`src/rtl/in_unit.sv`:
```
// IN-instruction input peripheral: stalls the core until a debounced confirm press,
// then latches the synchronized switches (zero- or sign-extended) into e_data.
module in_unit #(
    parameter int SW_W       = 16,
    parameter int DEB_CYCLES = 50000,
    parameter bit SIGN_EXT   = 1'b0
) (
    input  logic            clock,
    input  logic            reset,
    input  logic            in_req,
    input  logic [SW_W-1:0] switches,
    input  logic            confirm_btn,
    output logic [31:0]     e_data,
    output logic            stall,
    output logic            in_done,
    output logic            wait_led
);

    localparam int CNT_W = (DEB_CYCLES > 1) ? $clog2(DEB_CYCLES) : 1;
    localparam logic [CNT_W-1:0] CNT_LAST = CNT_W'(DEB_CYCLES - 1);

    typedef enum logic [2:0] {
        IDLE,
        ARM,
        WAIT_PRESS,
        CAPTURE,
        DONE,
        HOLD
    } state_t;

    state_t state_reg, state_next;

    logic            btn_meta_reg, btn_sync_reg;
    logic [SW_W-1:0] sw_meta_reg, sw_sync_reg;

    logic [CNT_W-1:0] deb_cnt_reg, deb_cnt_next;
    logic             btn_db_reg, btn_db_next;
    logic             btn_db_prev_reg;
    logic             btn_rise;

    logic [31:0] sw_ext;
    logic [31:0] e_data_reg;
    logic        capture_en;

    // Two-flop synchronizers for the asynchronous button and switch bank
    always_ff @(posedge clock) begin
        if (!reset) begin
            btn_meta_reg <= 1'b0;
            btn_sync_reg <= 1'b0;
            sw_meta_reg  <= '0;
            sw_sync_reg  <= '0;
        end else begin
            btn_meta_reg <= confirm_btn;
            btn_sync_reg <= btn_meta_reg;
            sw_meta_reg  <= switches;
            sw_sync_reg  <= sw_meta_reg;
        end
    end

    // A new level is accepted only after DEB_CYCLES consecutive differing samples
    always_comb begin
        deb_cnt_next = '0;
        btn_db_next  = btn_db_reg;
        if (btn_sync_reg != btn_db_reg) begin
            if (deb_cnt_reg == CNT_LAST) begin
                btn_db_next = ~btn_db_reg;
            end else begin
                deb_cnt_next = deb_cnt_reg + CNT_W'(1);
            end
        end
    end

    always_ff @(posedge clock) begin
        if (!reset) begin
            deb_cnt_reg     <= '0;
            btn_db_reg      <= 1'b0;
            btn_db_prev_reg <= 1'b0;
        end else begin
            deb_cnt_reg     <= deb_cnt_next;
            btn_db_reg      <= btn_db_next;
            btn_db_prev_reg <= btn_db_reg;
        end
    end

    assign btn_rise = btn_db_reg & ~btn_db_prev_reg;

    // Bit-wise extension to 32 bits; SW_W == 32 passes straight through
    generate
        for (genvar gi = 0; gi < 32; gi++) begin : g_ext
            if (gi < SW_W) begin : g_sw
                assign sw_ext[gi] = sw_sync_reg[gi];
            end else if (SIGN_EXT) begin : g_sign
                assign sw_ext[gi] = sw_sync_reg[SW_W-1];
            end else begin : g_zero
                assign sw_ext[gi] = 1'b0;
            end
        end
    endgenerate

    always_ff @(posedge clock) begin
        if (!reset) begin
            state_reg <= IDLE;
        end else begin
            state_reg <= state_next;
        end
    end

    always_comb begin
        state_next = state_reg;
        stall      = 1'b0;
        in_done    = 1'b0;
        capture_en = 1'b0;
        case (state_reg)
            IDLE: begin
                // Stall follows in_req immediately so no IN retires with stale data
                stall = in_req;
                if (in_req) begin
                    state_next = btn_db_reg ? ARM : WAIT_PRESS;
                end
            end
            ARM: begin
                stall = 1'b1;
                if (!in_req) begin
                    state_next = IDLE;
                end else if (!btn_db_reg) begin
                    state_next = WAIT_PRESS;
                end
            end
            WAIT_PRESS: begin
                stall = 1'b1;
                if (!in_req) begin
                    state_next = IDLE;
                end else if (btn_rise) begin
                    state_next = CAPTURE;
                end
            end
            CAPTURE: begin
                stall      = 1'b1;
                capture_en = 1'b1;
                state_next = DONE;
            end
            DONE: begin
                in_done    = 1'b1;
                state_next = in_req ? HOLD : IDLE;
            end
            HOLD: begin
                // One IN, one capture: wait for control to drop the request
                if (!in_req) begin
                    state_next = IDLE;
                end
            end
            default: begin
                state_next = IDLE;
            end
        endcase
    end

    always_ff @(posedge clock) begin
        if (!reset) begin
            e_data_reg <= '0;
        end else if (capture_en) begin
            e_data_reg <= sw_ext;
        end
    end

    assign e_data   = e_data_reg;
    assign wait_led = stall;

endmodule
```
`config.mk`:
```
export PLATFORM = sky130hd
export DESIGN_NAME = in_unit
export DESIGN_NICKNAME = d
export VERILOG_FILES = /design/src/rtl/in_unit.sv
export SDC_FILE = /design/constraint.sdc
export NUM_CORES = 1
export LEC_CHECK = 0
export BUFFER_PORTS_ARGS = -buffer_cell sky130_fd_sc_hd__buf_4
export CORE_MARGIN = 4
export CORE_UTILIZATION = 35
export CTS_BUF_LIST = sky130_fd_sc_hd__clkbuf_16
export DETAILED_ROUTE_END_ITERATION = 12
export PLACE_DENSITY = 0.63
export SLEW_MARGIN = 20
export SYNTH_ARGS = -nofsm -noshare
export SYNTH_HDL_FRONTEND = slang
export SYNTH_SLANG_ARGS = --single-unit
```
`constraint.sdc`:
```
create_clock -name clock -period 2.5 [get_ports clock]
set_input_delay 0.125 -clock clock [delete_from_list [all_inputs] [get_ports clock]]
set_output_delay 0.125 -clock clock [all_outputs]
set_load 0.03 [all_outputs]
```
=== Word level (Yosys, flattened, before mapping) ===
Index checks and enable logic that the tools add are counted.

* Output and inout bits: 35
* Bits in registers: 71
* Logic and storage cells: 43
* Input port bits: 20

* Reduce and logical (&&, ||, !) cells: 5
* Add/sub/neg operators: 1
* Mux-type cells: 12
* Bitwise gates (word level): 5
* Equal/unequal tests: 11

{| class="wikitable"
|+ Operators by type and width
! operator !! count
|-
| $mux W3 || 7
|-
| $pmux W3 S6 || 1
|-
| $add A16 B1 Y16 const B || 1
|-
| $eq A16 B16 Y1 const B || 1
|-
| $eq A3 B2 Y1 const B || 2
|-
| $eq A3 B3 Y1 const B || 2
|-
| $ne A3 B3 Y1 const B || 2
|-
| $reduce_or A3 Y1 || 2
|-
| $ne A2 B2 Y1 const B || 2
|-
| $not A1 Y1 || 4
|-
| $reduce_and A4 Y1 || 1
|-
| $eq A3 B1 Y1 const B || 1
|-
| $logic_not A3 Y1 || 1
|-
| $mux W1 || 2
|-
| $mux W2 || 1
|-
| $pmux W1 S2 || 1
|-
| $reduce_and A2 Y1 || 1
|-
| $and A1 B1 Y1 || 1
|-
| $ne A1 B1 Y1 || 1
|}

=== Longest topological paths before layout ===
Gate-level depths: netlist of the first run.

* Depth in word-level cells: 5
* Gate-level depth with buffers: 6
* Depth with buffers taken out: 5

=== Worst setup path after synthesis of the first run ===
OpenSTA, ideal clock, no wires.

* Path type: register -> register
* Start: reg deb_cnt_reg[11]
* End: reg deb_cnt_reg[15]
* Slack: 726 ps
* Path buffers: 1
* Required time: 2385 ps
* Cell stages (with the launch flop): 6
* Arrival: 1659 ps
* Period minus slack after synthesis: 1774 ps
* Setup time: 115 ps
* Cells stage by stage: dfxtp_1 > or4b_1 > or4_4 > nand3_4 > buf_8 > nor2_1

* Word-level cells in the longest chain between the ends: 2
* Elaborated cells between the ends (all ways): 3
* Those cells by class: add/sub (1); eq/ne (1); reduce/logical (1)

{| class="wikitable"
|+ RTL lines
! item !! line !! source
|-
| start, declared || 36 || <nowiki>logic [CNT_W-1:0] deb_cnt_reg, deb_cnt_next;</nowiki>
|-
| start signal, assigned || 79 || <nowiki>deb_cnt_reg <= deb_cnt_next;</nowiki>
|-
| branches (longest 2 deep; another with $add A16 B1 Y16) || n/a ||
|}

Parallel ways; which one is timed is not known.
A chain may end at the register's enable or synchronous reset.

=== Worst setup path after layout of the first run ===
* Start: reg deb_cnt_reg[11]
* End: reg deb_cnt_reg[8]

* Word-level cells in the longest chain between the ends: 2

{| class="wikitable"
|+ RTL lines
! item !! line !! source
|-
| $eq A16 B16 Y1 || 65 || <nowiki>if (deb_cnt_reg == CNT_LAST) begin</nowiki>
|-
| $reduce_or A3 Y1 (no line) || n/a ||
|}

Every way passes these cells.

==> results by group, run 1 <==
Detailed routing
  • DRT Pass-1 Iters: 4
  • Drt via density: 4.24
  • Final ANT Viol Nets: 0
  • Detailed Route WL: 4170 um
  • Initial drt markers: 45
  • Wire per inst: 10.4 um
  • # DRC: 0
  • Vias: 1696

Floorplanning
  • Top-level I/O count: 55
  • Die height: 93.5 um
  • Core Region: 0.00694 mm2
  • Die area: 0.00875 mm2
  • Die width: 93.5 um
  • Initial core utilization: 0.369
  • Standard-cell rows: 30

Logic synthesis
  • Post-Syn Area: 0.00256 mm2
  • Yosys cell types: 30
  • Share of the yosys chip area belonging to registers: 0.555
  • #FFs+latches synth: 71
  • Syn avg cell area: 9.70 um2
  • Syn Inst Count: 264
  • Ys Warns: 0

Place
  • Count of input and output buffers: 38
  • Dpl hpwl: 2790 um
  • RD Place Congestion: 0.842
  • Placement Setup Slack: 690 ps

Global routing
  • First-pass GRT wire length: 6900 um
  • Vias in the first global route: 1577
  • Global route overflow: 0
  • Initial antenna violation count: 0
  • Total GRT Usage: 0.0997
  • Largest net degree at the start of global routing: 57

Final layout
  • Storage cell area: 0.00142 mm2
  • Share of cells above drive strength 1: 0.188
  • ANT cells: 0
  • Area Growth Syn to Fin: 21.2%
  • Multi-input logic area: 0.00100 mm2
  • Final net count: 322
  • Fillers: 670

Clocking
  • Post_cts resized: 0
  • Clock buffer depth: 2
  • Clock-pin slew on the worst setup and hold paths: 50 ps
  • Skew-Pair Late Insertion Delay: 310 ps
  • Post-CTS Setup Inserts: 0
  • Num CTS Buffers: 9
  • Htree depth: 3
  • Sink Count: 71
  • CTS tree: done
  • Cts hold-fix bufs: 0
  • Clk root buf: clkbuf_16

Power and ir drop
  • Pwr/cell area: 752 mW/mm2
  • Worst vdd ir: 336 uV
  • Leak: 1.19 nW

STA
  • Final Slew Violations: 0
  • Final Hold Vio Count: 0
  • Final Cycle Share: 0.726
  • Final setup vio count: 0
  • Post-route minimum period: 1820 ps
  • Clock Skews: 6.01 ps
  • Final setup margin: 685 ps
  • Fmax: 551 MHz
  • RSZ-0062 raised after global routing: false
  • Setup TNS: 0 ps

Worst setup path
  • CP startpoint kind: flop
  • Crit end category: flop
  • Critical path arrival: 2020 ps
  • Crit Path Class: reg -> reg
  • Worst Path Required: 2700 ps
  • Critical path peak fanout: 15

Flow run
  • Max-cap violations: 0

Hold path
  • Class of the worst hold path: in -> reg

Status
  • Status: completed
cell usage in the layout (no fill, tap or decap), types with 3 or more instances in the layout:
cell | netlist | layout
a21boi_0 | 17 | 17
and2_1 | 35 | 35
buf_4 | 17 | 39
clkbuf_16 | 0 | 9
clkinv_2 | 0 | 4
conb_1 | 1 | 16
dfxtp_1 | 71 | 71
inv_1 | 4 | 4
nand2_1 | 39 | 39
nand3_1 | 5 | 5
nand4_1 | 4 | 4
nor2_1 | 20 | 20
nor3_1 | 6 | 6
nor4_1 | 5 | 5
xnor2_1 | 12 | 12
xor2_1 | 3 | 3
power by group:
group / switching, mW / internal (mW)
clock network: 0.418 / 0.651
registers: 0.00712 / 1.16
logic: 0.0599 / 0.0386
total: 0.485 / 1.85
final cells by class:
type	instances	share of cell area
inverters	4	0.00484
repair buffers	39	0.0944
clock buffers	9	0.0726
multi-input cells	176	0.323
clock inverters	5	0.00887
flip-flops and latches	71	0.458
well taps	96	0.0387
worst max-delay path, cell delays in order, from the launching register on:
cell and delay, ps:
dfxtp_1 340, or4b_1 540, or4_4 560, nand3_4 190, nor2_1 70
per-layer routing:
layer	global-route usage	share of wire	wire length, um
met2	0.163	0.46	1920
met5	0	0	0
met1	0.112	0.48	2000
met4	0.0578	0.015	61
met3	0.0338	0.044	185
cells in the mapped netlist:
master	n	area, um2
or2_2	1	6.26
or4b_1	1	10.0
nor2b_1	1	6.26
nor3b_1	1	7.51
o31a_1	1	8.76
o21ai_0	1	5.00
ha_1	1	12.5
xor2_1	3	26.3
nor2_1	20	75.1
xnor2_1	12	105
and3_1	1	6.26
a21boi_0	17	128
nand4_1	4	25.0
nand3b_1	1	7.51
buf_4	17	128
nor4_1	5	31.3
dfxtp_1	71	1420
or4b_4	1	13.8
nor3_1	6	30.0
inv_1	4	15.0
clkbuf_1	10	37.5
and2_1	35	219
nand2_1	39	146
nand3_4	1	17.5
or4_4	1	11.3
nor4b_1	1	8.76
conb_1	1	3.75
buf_8	1	15.0
nand4b_1	1	8.76
nand3_1	5	25.0
cells by family (layout without fill, tap and decap cells):
family                     after synthesis  count (layout)  synth area share
other                                    1              16           0.00146
xor gates and xnor gates                15              15            0.0513
buffers and inverters                   32              57            0.0762
AOI/OAI and AO/OA                       19              19            0.0552
and+or+nand+nor                        125             125             0.256
DFF                                     71              71             0.555
adders and majority gates                1               1           0.00488
through the flow:
step | power (mW) | hold slack (ps) | area (um2) | util | std cells
final | 2.33 | 13.6 | 3100 | 0.447 | 400
after global routing | 2.43 | 7.97 | 3100 | 0.447 | 400
after CTS | 2.37 | 3.61 | 3100 | 0.447 | 400
after detailed placement | 1.29 | 336 | 2850 | 0.410 | 386
after global placement | 1.29 | 337 | 2850 | 0.410 | 386
after floorplan | 1.28 | 252 | 2620 | - | 279
worst paths after layout:
check                        startpoint                         end  cells after the start  slack [ps]
max reg2reg  deb_cnt_reg[11]$_SDFF_PP0_   deb_cnt_reg[8]$_SDFF_PP0_                      4         680
min reg2reg  sw_meta_reg[11]$_SDFF_PN0_  sw_sync_reg[11]$_SDFF_PN0_                      1         430
max          deb_cnt_reg[11]$_SDFF_PP0_   deb_cnt_reg[8]$_SDFF_PP0_                      4         680
min                        switches[14]  sw_meta_reg[14]$_SDFF_PN0_                      2          10
(Power assumes the default switching activity.)
==> run 2, diff against run 1 <==
Settings changed: ABC_AREA set to 1.
Clock period 2.5 ns to 1.7 ns, I/O delays scaled along.
==> run 2 against run 1 <==
  * Clock skew rose by 0.78 ps
  * Non-clock buffer count rose by 18
  * Worst hold slack improved by 110 ps
  * Synthesized cell count rose by 33%
  * Utilization rose by 2.5 points
  * Clock-buffer cell count did not move
  * Die area rose by 6.2%
  * Critical path depth rose by 4
  * Via count rose by 23%
  * Register-to-register slack got worse by 440 ps
  * Fmax rose by 25%
  * Worst setup slack got worse by 440 ps
  * Largest cell class unchanged
  * Highest routed layer unchanged
==> results by group, run 2 <==
Final layout
  • Most frequent cells in the layout: dfxtp_1 (71), nand2_1 (62), nor2_1 (55)
  • Final net count: 427
  • Multi-input logic area: 975 um2
  • Fillers: 725
  • Post-layout util: 0.471
  • Area Growth Syn to Fin: 27.7%
  • Commonest non-fill, non-tap cell in the layout: dfxtp_1
  • Share of cells above drive strength 1: 0.178
  • ANT cells: 0
  • Storage cell area: 0.00142 mm2

Logic synthesis
  • Post-Synth Adder-Cell Area: 0.00457
  • Post-synth top area share: 0.520
  • Ys Warns: 0
  • Post-Syn Area: 0.00274 mm2
  • Syn avg cell area: 7.81 um2
  • Yosys top cell by area: dfxtp_1
  • Compound-Gate Fraction of Synth Area: 0.0554
  • Synth Area in XOR/XNOR: 0.0224
  • Post-synth EDFFs: 0
  • Post-synthesis mux area share: 0
  • Share of the yosys chip area belonging to registers: 0.520
  • Most common cell in the netlist: dfxtp_1
  • Primary FF master, synth: dfxtp_1
  • #FFs+latches synth: 71
  • Syn Inst Count: 350
  • Post-synth top cells: dfxtp_1 (71), nand2_1 (62), nor2_1 (55)
  • Yosys cell types: 25
  • Ranking of synthesized cells by area: dfxtp_1 (52%), nand2_1 (8.5%), nor2_1 (7.5%)
  • Async set-reset flop share out of synthesis: 0
  • Largest family of logic cells by synthesized area: simple AND/OR/NAND/NOR gates
  • Fraction of the mapped netlist area in simple logic gates: 0.252

STA
  • Worst slew pin tran: 536 ps
  • Clock Skews: 6.80 ps
  • Slew headroom: 0.642
  • Fmax: 687 MHz
  • Setup TNS: 0 ps
  • Final Slew Violations: 0
  • Final setup vio count: 0
  • Hold Slack: 123 ps
  • RSZ-0062 raised after global routing: false
  • Final Hold Vio Count: 0
  • Post-route minimum period: 1450 ps
  • Final Cycle Share: 0.856

Clocking
  • Cts hold-fix bufs: 17
  • Htree depth: 3
  • Sink Count: 71
  • Clock-pin slew on the worst setup and hold paths: 50 ps
  • Num CTS Buffers: 9
  • Clock buffer depth: 2
  • Clk root buf: clkbuf_16
  • Post_cts resized: 0
  • CTS tree: done
  • Post-CTS Setup Inserts: 0
  • Skew-Pair Late Insertion Delay: 320 ps

Global routing
  • Largest net degree at the start of global routing: 30
  • Vias in the first global route: 1972
  • Initial antenna violation count: 0
  • First-pass GRT wire length: 8200 um
  • Total GRT Usage: 0.112
  • Global route overflow: 0

Worst setup path
  • R2R Setup Slk: 250 ps
  • Worst Path Required: 1890 ps
  • Critical-path top delay cell: dfxtp_1
  • Crit Path Class: reg -> reg
  • Crit path largest cell delay: 340 ps
  • Cell family with most CP delay: simple AND/OR/NAND/NOR gates
  • Crit-path most repeated cell: nand2_2
  • CP bufs+invs: 1
  • Critical path arrival: 1650 ps
  • CP startpoint kind: flop
  • Critical-path cell list: ha_1 > nand2_2 > inv_2 > nand2_2 > nor2_2 > nand3_2 > nand2_2 > nor3_1
  • Critical path peak fanout: 15
  • Crit end category: flop

Floorplanning
  • Die width: 96.4 um
  • Top-level I/O count: 55
  • Standard-cell rows: 31
  • Core Region: 0.00741 mm2
  • Die area: 0.00929 mm2
  • Initial core utilization: 0.369
  • Die height: 96.4 um

Place
  • Count of input and output buffers: 38
  • Dpl hpwl: 3310 um
  • RD Place Congestion: 0.819

Power and ir drop
  • Pwr/cell area: 1090 mW/mm2
  • Leak: 1.68 nW
  • Worst vdd ir: 629 uV

Detailed routing
  • DRT Pass-1 Iters: 4
  • Wire per inst: 9.45 um
  • Final ANT Viol Nets: 0
  • Initial drt markers: 74
  • Detailed Route WL: 4810 um
  • Drt via density: 4.11
  • # DRC: 0
  • Vias: 2090

Flow run
  • Max-cap violations: 0

Hold path
  • Class of the worst hold path: in -> reg

Status
  • Status: completed
run 2: changes by cell type after synthesis, sizes merged, moves of 4 or more:
cell,change
inv,+53
nor2,+38
and2,-35
nand2,+27
o21ai,+19
a21boi,-17
nand3,+11
xnor2,-10
a21oi,+9
nor3,+5
nor4,-5
clkbuf,-4
run 2: cells by family after synthesis:
family	Yosys count
AND/OR/NAND/NOR	156
flip-flops	71
XOR/XNOR	7
other	1
adder cells (fa/ha/maj)	1
buffers and inverters	84
AO/OA/AOI/OAI	30
run 2: path summary, 6_finish.rpt:
check / start / to / cells past startpoint
worst max-delay path: deb_cnt_reg[0]$_SDFF_PP0_ / deb_cnt_reg[2]$_SDFF_PP0_ / 8
worst min register to register: sw_meta_reg[6]$_SDFF_PN0_ / sw_sync_reg[6]$_SDFF_PN0_ / 2
worst min-delay path: in_req / state_reg[2]$_SDFFE_PN0P_ / 5
worst max register to register: deb_cnt_reg[0]$_SDFF_PP0_ / deb_cnt_reg[2]$_SDFF_PP0_ / 8
run 2: through the flow:
step                      setup slack, ps  std cells  power (mW)  area (um2)
after global routing                 78.8        509        3.98        3490
after global placement                292        477        2.05        3030
after CTS                             224        509        3.86        3490
after detailed placement              231        477        2.05        3030
final                                 245        509        3.81        3490
after floorplan                      84.6        365        2.00        2790
run 2: metal layers:
layer,up-vias,track usage,share of wire
met1,901,0.129,0.46
met5,-,0,0
met3,6,0.0279,0.043
li1,1143,-,-
met4,0,0.0643,0.017
met2,40,0.189,0.48
run 2: area by class of cell:
type,instances,area share
timing repair buffer,57,0.135
clock inverter,6,0.0179
sequential,71,0.407
multi-input combinational,210,0.279
inverter,57,0.0613
tap,99,0.0355
clock buffer,9,0.0645
run 2: tightest hold or removal path, cell delays in order:
cell and delay (ps):
buf_4 100, nand2_1 70, nand3_1 70, nand2_1 50, inv_1 40
run 2: report_power, final:
part | internal (mW) | switching [mW] | total, mW
Clock | 1.12 | 0.636 | 1.76
Sequential | 1.72 | 0.0222 | 1.74
Combinational | 0.118 | 0.187 | 0.306
==> run 3, diff against run 2 <==
Settings changed: ABC_AREA 1 to not set, SKIP_CTS_REPAIR_TIMING set to 1.
==> run 3 against run 2 <==
  * The run now ends with setup timing left
  * Sequential power is essentially flat
  * First-iteration DRC count shrank 26%
  * Global-route usage shrank 0.42 points
  * Clock power grew 9%
  * Worst setup slack lost 290 ps
  * Final cell count shrank 16%
  * Via count shrank 13%
  * Critical path type unchanged
  * Highest routed layer unchanged
==> results by group, run 3 (synthesis gave the netlist of run 1 again) <==
STA
  • Worst slew pin tran: 526 ps
  • Hold Slack: 46.1 ps
  • Final setup margin: -48.9 ps
  • Final setup vio count: 15
  • Fmax: 572 MHz
  • Final Cycle Share: 1.03
  • Clock Skews: 5.82 ps
  • RSZ-0062 raised after global routing: true
  • Slew headroom: 0.648
  • Final Slew Violations: 0
  • Final Hold Vio Count: 0
  • Post-route minimum period: 1750 ps

Detailed routing
  • # DRC: 0
  • Initial drt markers: 55
  • Drt via density: 4.23
  • Final ANT Viol Nets: 0
  • Wire per inst: 11.2 um
  • Vias: 1810
  • DRT Pass-1 Iters: 4
  • Detailed Route WL: 4800 um

Worst setup path
  • R2R Setup Slk: -50 ps
  • CP startpoint kind: flop
  • Reg2Reg Depth: 4
  • Critical path peak fanout: 8
  • Crit path launch: deb_cnt_reg[11]$_SDFF_PP0_
  • Crit end category: flop
  • Crit Path Class: reg -> reg
  • Critical path arrival: 1960 ps
  • Worst Path Required: 1910 ps
  • FF-to-FF End: deb_cnt_reg[6]$_SDFF_PP0_
  • Reg2reg start: deb_cnt_reg[11]$_SDFF_PP0_

Floorplanning
  • Core Region: 0.00694 mm2
  • Die area: 0.00875 mm2
  • Die width: 93.5 um
  • Standard-cell rows: 30
  • Initial core utilization: 0.369
  • Die height: 93.5 um
  • Top-level I/O count: 55

Global routing
  • Largest net degree at the start of global routing: 57
  • Total GRT Usage: 0.108
  • Vias in the first global route: 1636
  • First-pass GRT wire length: 7230 um
  • Initial antenna violation count: 0
  • Global route overflow: 0

Power and ir drop
  • Worst vdd ir: 500 uV
  • Leak: 1.34 nW
  • Pwr/cell area: 1110 mW/mm2
  • Total Power: 3.82 mW

Final layout
  • Post-route cell area: 0.00343 mm2
  • Commonest non-fill, non-tap cell in the layout: dfxtp_1
  • Fillers: 649
  • Final net count: 349
  • Final std cells w/o fill: 428
  • Share of cells above drive strength 1: 0.223
  • ANT cells: 0
  • Multi-input logic area: 0.00103 mm2
  • Most frequent cells in the layout: dfxtp_1 (69), buf_4 (48), nand2_1 (39)
  • Area Growth Syn to Fin: 34.0%
  • Post-layout util: 0.494
  • Storage cell area: 0.00142 mm2

Clocking
  • Num CTS Buffers: 9
  • Skew-Pair Late Insertion Delay: 320 ps
  • Clock buffer depth: 2
  • CTS tree: done
  • Htree depth: 3
  • Clk root buf: clkbuf_16
  • Sink Count: 71
  • Clock-pin slew on the worst setup and hold paths: 60 ps

Hold path
  • Hold path startpoint: in_req
  • Class of the worst hold path: in -> reg
  • Hold Path Stages: 3
  • Hold Path Sink: state_reg[0]$_SDFFE_PN0P_

Status
  • Failing checks: setup timing
  • Status: complete, but fails checks

Place
  • Dpl hpwl: 2950 um
  • Area after DPL: 0.00292 mm2
  • Cells after DPL: 395
  • Count of input and output buffers: 38
  • RD Place Congestion: 0.789

Flow run
  • Max-cap violations: 0
run 3: cell count changes in the layout (fill, tap and decap cells not counted), sizes merged, moves of 5 or more:
cell,previous run,this run
a21oi,9,0
nand3,17,7
and2,0,35
o21ai,20,1
inv,57,4
buf,40,48
a21boi,0,17
nand2,66,39
xnor2,2,12
nor4,0,5
nor2,58,20
nor3,11,6
run 3: report_power, final:
| group | internal, mW | total, mW | switching [mW] |
|---|---|---|---|
| Sequential | 1.70 | 1.71 | 0.0102 |
| Combinational | 0.0836 | 0.183 | 0.0998 |
| Clock | 1.27 | 1.92 | 0.649 |
| Total | 3.06 | 3.82 | 0.759 |
run 3: metrics by stage:
| step | setup TNS, ps | setup WS (ps) |
|---|---|---|
| finish | -447 | -48.9 |
| global route | -1260 | -100 |
| floorplan | -378 | -38.4 |
| global placement | -80.4 | -18.1 |
| detailed placement | -376 | -47.7 |
| CTS | -644 | -67.2 |
run 3: area by class of cell:
| class | instances | area share |
|---|---|---|
| clock buffer | 9 | 0.0656 |
| timing repair buffer | 65 | 0.155 |
| clock inverter | 6 | 0.0252 |
| multi-input combinational | 177 | 0.300 |
| tap | 96 | 0.0350 |
| sequential | 71 | 0.415 |
| inverter | 4 | 0.00438 |
run 3: worst max-delay path by stage:
stage	cells past startpoint	to	slack, ps
after floorplan	5	deb_cnt_reg[15]$_SDFF_PP0_	-40
after global placement	4	deb_cnt_reg[7]$_SDFF_PP0_	-20
after detailed placement	4	deb_cnt_reg[7]$_SDFF_PP0_	-50
after CTS	4	deb_cnt_reg[4]$_SDFF_PP0_	-70
after global routing	4	deb_cnt_reg[4]$_SDFF_PP0_	-100
final	4	deb_cnt_reg[6]$_SDFF_PP0_	-50
run 3: layer usage:
layer,global-route usage,vias up,part of all wire
met5,0,-,0
met4,0.0650,0,0.026
met3,0.0475,13,0.058
met2,0.170,42,0.48
met1,0.119,808,0.44
li1,-,947,-
run 3: critical path, stage by stage, from the launching register on:
cell	delay [ps]
dfxtp_1	310
or4b_4	530
or4_4	580
nand3_4	150
nor2_1	60
